`config.mk`:
```
export PLATFORM = sky130hd
export DESIGN_NAME = evt_global_packer
export DESIGN_NICKNAME = d
export VERILOG_FILES = /design/src/rtl/evt_global_packer.sv
export SDC_FILE = /design/constraint.sdc
export NUM_CORES = 1
export LEC_CHECK = 0
export ABC_AREA = 1
export CORE_UTILIZATION = 40
export CTS_CLUSTER_DIAMETER = 120
export DETAILED_ROUTE_END_ITERATION = 12
export HOLD_SLACK_MARGIN = 0.1
export SYNTH_ARGS = -nofsm -noshare
export SYNTH_HDL_FRONTEND = slang
export SYNTH_SLANG_ARGS = --single-unit
```
`constraint.sdc`:
```
create_clock -name bus_clk_i -period 4.4 [get_ports bus_clk_i]
set_clock_uncertainty 0.15 [all_clocks]
set_input_delay 1.1 -clock bus_clk_i [delete_from_list [all_inputs] [get_ports bus_clk_i]]
set_output_delay 1.1 -clock bus_clk_i [all_outputs]
set_load 0.02 [all_outputs]
```
`src/rtl/evt_global_packer.sv`:
```
// evt_global_packer: frames engine/memory event streams into
// header + payload (+ EOP tail) packets on one outbound stream.
module evt_global_packer #(
    parameter int MAX_PKT_WORDS  = 16,
    parameter int TIMEOUT_CYCLES = 64
) (
    input  logic        bus_clk_i,
    input  logic        bus_rst_i,
    input  logic        flush_i,
    input  logic        evt_stream_engine_dst_valid,
    output logic        evt_stream_engine_dst_ready,
    input  logic [31:0] evt_stream_engine_dst_evt,
    input  logic        evt_stream_memory_dst_valid,
    output logic        evt_stream_memory_dst_ready,
    input  logic [31:0] evt_stream_memory_dst_evt,
    output logic        evt_stream_src_valid,
    input  logic        evt_stream_src_ready,
    output logic [31:0] evt_stream_src_evt,
    output logic        busy_o,
    output logic [15:0] pkt_sent_o
);
    localparam int CW    = $clog2(MAX_PKT_WORDS + 1);
    localparam int AW    = (MAX_PKT_WORDS > 1) ? $clog2(MAX_PKT_WORDS) : 1;
    localparam int DEPTH = 1 << AW;
    localparam int TW    = $clog2(TIMEOUT_CYCLES);

    localparam logic [CW-1:0] MAX_CNT  = CW'(MAX_PKT_WORDS);
    localparam logic [TW-1:0] TMO_LAST = TW'(TIMEOUT_CYCLES - 1);

    // Event word: [31:28] spike.operation, [27:24] header.gdst, [15:0] header.length
    localparam logic [3:0] OP_EOP     = 4'h7;
    localparam logic [3:0] DST_ENGINE = 4'h1;
    localparam logic [3:0] DST_MEMORY = 4'h2;

    localparam logic [2:0] IDLE    = 3'd0;
    localparam logic [2:0] COLLECT = 3'd1;
    localparam logic [2:0] HEADER  = 3'd2;
    localparam logic [2:0] PAYLOAD = 3'd3;
    localparam logic [2:0] TAIL    = 3'd4;

    localparam logic SRC_ENGINE = 1'b0;
    localparam logic SRC_MEMORY = 1'b1;

    logic [2:0]    state_q, state_d;
    logic          sel_q, sel_d;
    logic          rr_q, rr_d;
    logic [CW-1:0] count_q, count_d;
    logic [CW-1:0] rd_ptr_q, rd_ptr_d;
    logic [TW-1:0] timer_q, timer_d;
    logic [15:0]   pkt_sent_q, pkt_sent_d;
    logic [31:0]   buf_q [DEPTH];

    logic          in_valid;
    logic          in_ready;
    logic [31:0]   in_evt;
    logic          accept;
    logic          close;
    logic          done;
    logic [CW-1:0] count_acc;
    logic [CW-1:0] len_m1;
    logic [TW-1:0] timer_inc;
    logic [31:0]   hdr_word;

    assign in_valid  = sel_q ? evt_stream_memory_dst_valid : evt_stream_engine_dst_valid;
    assign in_evt    = sel_q ? evt_stream_memory_dst_evt : evt_stream_engine_dst_evt;
    assign in_ready  = (state_q == COLLECT) && (count_q < MAX_CNT);
    assign accept    = in_ready && in_valid;
    assign count_acc = count_q + CW'(accept);
    assign len_m1    = count_q - CW'(1);
    assign timer_inc = timer_q + TW'(1);

    assign evt_stream_engine_dst_ready = in_ready && (sel_q == SRC_ENGINE);
    assign evt_stream_memory_dst_ready = in_ready && (sel_q == SRC_MEMORY);

    // Full, timeout and flush can coincide; they merge into one close.
    assign close = (count_acc == MAX_CNT)
                || (!accept && timer_inc == TMO_LAST && count_q != '0)
                || (flush_i && count_acc != '0);

    always_comb begin
        state_d    = state_q;
        sel_d      = sel_q;
        rr_d       = rr_q;
        count_d    = count_q;
        rd_ptr_d   = rd_ptr_q;
        timer_d    = timer_q;
        pkt_sent_d = pkt_sent_q;
        done       = 1'b0;
        case (state_q)
            IDLE: begin
                timer_d = '0;
                if (evt_stream_engine_dst_valid || evt_stream_memory_dst_valid) begin
                    if (evt_stream_engine_dst_valid && evt_stream_memory_dst_valid)
                        sel_d = rr_q;
                    else
                        sel_d = evt_stream_memory_dst_valid;
                    state_d = COLLECT;
                end
            end
            COLLECT: begin
                count_d = count_acc;
                timer_d = accept ? '0 : timer_inc;
                if (close)
                    state_d = HEADER;
            end
            HEADER: begin
                if (evt_stream_src_ready) begin
                    state_d  = PAYLOAD;
                    rd_ptr_d = '0;
                end
            end
            PAYLOAD: begin
                if (evt_stream_src_ready) begin
                    rd_ptr_d = rd_ptr_q + CW'(1);
                    if (rd_ptr_q == len_m1) begin
                        if (sel_q == SRC_MEMORY)
                            done = 1'b1;
                        else
                            state_d = TAIL;
                    end
                end
            end
            TAIL: begin
                if (evt_stream_src_ready)
                    done = 1'b1;
            end
            default: state_d = IDLE;
        endcase
        if (done) begin
            state_d    = IDLE;
            pkt_sent_d = pkt_sent_q + 16'd1;
            rr_d       = ~sel_q;
            count_d    = '0;
            rd_ptr_d   = '0;
            timer_d    = '0;
        end
    end

    always_ff @(posedge bus_clk_i) begin
        if (bus_rst_i) begin
            state_q    <= IDLE;
            sel_q      <= SRC_ENGINE;
            rr_q       <= SRC_ENGINE;
            count_q    <= '0;
            rd_ptr_q   <= '0;
            timer_q    <= '0;
            pkt_sent_q <= '0;
        end else begin
            state_q    <= state_d;
            sel_q      <= sel_d;
            rr_q       <= rr_d;
            count_q    <= count_d;
            rd_ptr_q   <= rd_ptr_d;
            timer_q    <= timer_d;
            pkt_sent_q <= pkt_sent_d;
        end
    end

    always_ff @(posedge bus_clk_i) begin
        if (accept)
            buf_q[count_q[AW-1:0]] <= in_evt;
    end

    always_comb begin
        hdr_word        = '0;
        hdr_word[27:24] = sel_q ? DST_MEMORY : DST_ENGINE;
        hdr_word[15:0]  = sel_q ? 16'(len_m1) : 16'hFFFF;
    end

    always_comb begin
        evt_stream_src_valid = 1'b0;
        evt_stream_src_evt   = '0;
        case (state_q)
            HEADER: begin
                evt_stream_src_valid = 1'b1;
                evt_stream_src_evt   = hdr_word;
            end
            PAYLOAD: begin
                evt_stream_src_valid = 1'b1;
                evt_stream_src_evt   = buf_q[rd_ptr_q[AW-1:0]];
            end
            TAIL: begin
                evt_stream_src_valid = 1'b1;
                evt_stream_src_evt   = {OP_EOP, 28'h0};
            end
            default: ;
        endcase
    end

    assign busy_o     = (state_q != IDLE);
    assign pkt_sent_o = pkt_sent_q;

endmodule

```
Yosys cells after proc, flatten, opt, wreduce, memory -nomap -nowiden
Memory sizes are Yosys's and may differ from the RTL's. A register that Yosys moved wholly into a read port is not among the register bits.
Index checks and enable logic that the tools add are counted.
W data, S select, Z words.

word-level totals
  RAM bits = 512
  flip-flop bits (word level) = 37
  memories = 1
  word-level logic and storage cells = 80
  bits of input ports = 70

operators by class
  reductions and logical operators = 23
  add/sub/neg operators = 5
  muxes and demuxes = 28
  equality and inequality tests = 13
  $lt $le $gt $ge = 1
  bitwise operators = 2

memory list
  memory  depth  width  read ports  clocked after memory_dff  wr ports  RTL line  RTL
  buf_q   16     32     1           1                         1         51        logic [31:0] buf_q [DEPTH];

operators by type and width
  operator                 count
  $pmux W32 S3             1
  $mux W32                 1
  $mux W3                  6
  $add A16 B1 Y16 const B  1
  $mux W16                 1
  $pmux W3 S5              1
  $ne A2 B2 Y1 const B     6
  $pmux W6 S2              1
  $mux W5                  2
  $pmux W5 S2              1
  $reduce_bool A5 Y1       2
  $mux W1                  9
  $logic_and A1 B1 Y1      8
  $mux W4                  2
  $reduce_and A7 Y1        1
  $add A6 B1 Y6 const B    1
  $eq A3 B2 Y1 const B     2
  $eq A6 B6 Y1 const B     1
  $mux W6                  1
  $add A5 B1 Y5            1
  $add A5 B1 Y5 const B    1
  $eq A5 B5 Y1             1
  $eq A5 B5 Y1 const B     1
  $lt A5 B5 Y1 const B     1
  15 further kinds         19

Depth between registers and ports, before layout
  depth in word-level cells = 10
  depth in mapped cells = 20

Least setup slack after synthesis
Ideal clock, no wire load.

  path kind = input-to-reg
  start point = input evt_stream_memory_dst_valid
  end point = memory buf_q[10][0] (enable)
  stages = 6
  data arrival time = 2.936 ns
  path slack = 0.892 ns
  library setup time = 0.421 ns
  cell sequence = nand2_1 -> nand2_1 -> nand3_2 -> inv_1 -> nand2_1 -> nor2_1

on the way
  cells in the longest elaborated chain, start to end = 4

RTL lines
  element                        RTL line  RTL
  start, declared                13        input logic evt_stream_memory_dst_valid,
  $mux W1                        64        assign in_valid = sel_q ? evt_stream_memory_dst_valid : evt_stream_engine_dst_valid;
  $logic_and A1 B1 Y1            67        assign accept = in_ready && in_valid;
  $mux W1                        160       if (accept)
  $mux W1 (implied by the code)  161       buf_q[count_q[AW-1:0]] <= in_evt;
  end, declared                  51

No other way between the ends.

==> impl_metrics.env <==
export IMPL_status="complete, no violations"
export IMPL_whs_path_depth=2
export IMPL_synth_top_cell_by_area="edfxtp_1"
export IMPL_fmax_mhz=232
export IMPL_drcViolationCount=0
export IMPL_synthArstFlopShare_pct=0
export IMPL_fin_ws_ns=0.0872
export IMPL_rsz0062_at_grt="true"
export IMPL_start_util_pct=40.5
export IMPL_clk_latency_ns=0.60
export IMPL_wl_um=61700
export IMPL_hpwl_um=32700
export IMPL_cts_tree="done"
export IMPL_syn_area_um2=22900
export IMPL_synth_edf_count=512
export IMPL_place_ws_ns=0.469
export IMPL_dieHeight_um=241
export IMPL_syn_inst=1935
export IMPL_coreArea_um2=56500
export IMPL_antenna_found_initial=0
export IMPL_pwr_share_clk_pct=36.5
export IMPL_track_usage_pct=21.0
export IMPL_worstMarginPinSlew_ns=0.732
export IMPL_dp_cells=2735
export IMPL_rows=87
export IMPL_setup_viol=0
export IMPL_io_buffers=121
export IMPL_min_period_over_period_pct=98.0
export IMPL_drtAntennaViolNets=0
export IMPL_cts_buffers_inserted=57
export IMPL_required_ns=3.15
export IMPL_start_kind="flip-flop"
export IMPL_htree_levels=2
export IMPL_synthFlopType="edfxtp_1"
export IMPL_grt_pass1_vias=15000
export IMPL_die_w_um=241
export IMPL_slew_headroom_pct=51.1
export IMPL_r2r_cells=17
export IMPL_num_vias=15700
export IMPL_power_frac_comb_pct=14.5
export IMPL_drv_cap=0
export IMPL_synth_top_area_share_pct=67.2
export IMPL_syn_avg_cell_area_um2=11.8
export IMPL_crit_arrival_ns=3.06
export IMPL_holdWs_ns=0.317
export IMPL_synth_area_leaders="edfxtp_1, o21ai_0, nor2_1, nand2_1, dfxtp_1"
export IMPL_power_internal_w=0.00952
export IMPL_path_clk_slew_ns=0.06
export IMPL_nets=2124
export IMPL_p_per_area_nw_per_um2=475
export IMPL_r2r_start="sel_q$_SDFFE_PP0P_"
export IMPL_syn2layout_area_growth_pct=18.7
export IMPL_crit_type="reg -> out"
export IMPL_synth_commonest_cells="edfxtp_1, nor2_1, o21ai_0, nand2_1, nand3_1"
export IMPL_rrSetupSlack_ns=1.22
export IMPL_dr_pass1_iters=5
export IMPL_vias_per_cell=5.53
export IMPL_leakagePower_nw=9.13
export IMPL_seq_area_frac_synth_pct=70.7
export IMPL_finalSetupTns_ns=0
export IMPL_overflow=0
export IMPL_cts_sinks=553
export IMPL_crit_path_max_fanout=35
export IMPL_pin_count=122
export IMPL_fin_crit_ns=4.31
export IMPL_grt_max_degree=97
export IMPL_wl_per_cell_um=21.7
export IMPL_hold_path_class="reg -> reg"
export IMPL_gp_congestion=0.787
export IMPL_p_sw_share_pct=26.3
export IMPL_ys_ff_latch=553
export IMPL_drive_above_1_share_pct=9.71
export IMPL_synth_most_common_cell="edfxtp_1"
export IMPL_power_total_w=0.0129
export IMPL_drt_iter0_markers=1381
export IMPL_final_cells=2846
export IMPL_slew_viol_final=0
export IMPL_hold_viol_final=0
export IMPL_pwr_share_seq_pct=48.9
export IMPL_antenna_cells=0
export IMPL_cts_max_path_buffers=3
export IMPL_p_switching_w=0.00340
export IMPL_peakVddDrop_uv=327
export IMPL_synth_distinct_cells=41
export IMPL_critPathCaptureType="output port"
export IMPL_fp_dieArea_um2=58200
export IMPL_yosysWarnings=0
export IMPL_syn_num_nets=2015
export IMPL_root_buffer="clkbuf_16"
export IMPL_grt_pass1_wl_um=91000
export IMPL_hold_start="rr_q$_SDFFE_PP0P_"
## power by group through the flow
stage | Sequential [W] | Combinational (W) | Clock, W
after floorplan | 0.00641 | 0.00108 | 0
after global routing | 0.00633 | 0.00208 | 0.00499
final | 0.00632 | 0.00188 | 0.00472
after global placement | 0.00643 | 0.00185 | 0
after detailed placement | 0.00643 | 0.00188 | 0
after CTS | 0.00632 | 0.00190 | 0.00479
## flip-flops by register name, summed over array words and instances, names as in the netlist, named ones only
name,cells
rd_ptr_q,5
buf_q,512
rr_q,1
pkt_sent_o,16
count_q,5
timer_q,6
sel_q,1
state_q,3
## final timing paths
check / to
max: evt_stream_src_evt[31]
min: sel_q$_SDFFE_PP0P_
max reg2reg: state_q[1]$_SDFFE_PP0P_
min reg2reg: sel_q$_SDFFE_PP0P_
## through the flow
stage,area [um^2],util (%)
after floorplan,22900,-
after global placement,25200,44.6
after detailed placement,25200,44.6
after CTS,27100,47.9
after global routing,27200,48.1
final,27200,48.1
## placed cells by master (no fill, tap or decap), types with 41 or more instances in the layout
| cell type | synthesis | layout |
|---|---|---|
| clkbuf_16 | 0 | 60 |
| o22ai_1 | 72 | 72 |
| edfxtp_1 | 512 | 512 |
| o21ai_0 | 268 | 268 |
| o221ai_1 | 55 | 55 |
| clkdlybuf4s50_1 | 0 | 120 |
| nand3_1 | 90 | 90 |
| nand2_1 | 264 | 263 |
| inv_1 | 44 | 41 |
| nor2_1 | 312 | 296 |
## layer usage
metal / track usage, % / share of wire, % / vias to the layer above
li1: - / - / 7257
met1: 28.5 / 44 / 7818
met2: 35.2 / 48 / 547
met3: 2.91 / 5.4 / 106
met4: 5.72 / 2.2 / 0
met5: 0 / 0 / -
## layout make-up
type                    count  area [um^2]
fillers                  4963        29300
flip-flops and latches    553        16200
multi-input cells        1209         6070
repair buffers            175         1940
clock buffers              70         1520
well taps                 756          946
clock inverters            35          300
inverters                  48          194
## kinds of logic after synthesis
| kind of cell | after synthesis | synth area share [%] |
|---|---|---|
| flip-flops | 553 | 70.7 |
| adder cells (fa/ha/maj) | 10 | 0.547 |
| buffers and inverters | 173 | 3.27 |
| AND/OR/NAND/NOR | 712 | 12.8 |
| XOR/XNOR | 14 | 0.536 |
| AO/OA/AOI/OAI | 473 | 12.1 |
## what timing repair did
item,CTS,global route
endpoints found under the setup margin,11,22
hold buffers,0,0
resized for setup,4,9
cloned,1,2
buffers inserted,0,3
## worst max-delay path, cell delays in order (launching register included)
cell and delay (ns):
dfxtp_4 0.47, buf_4 0.41, o21ai_0 0.17, o221ai_1 0.24, o211ai_1 0.12, a21oi_1 0.35, clkdlybuf4s50_1 0.68
Note: power is estimated with default switching activity, not from simulation.
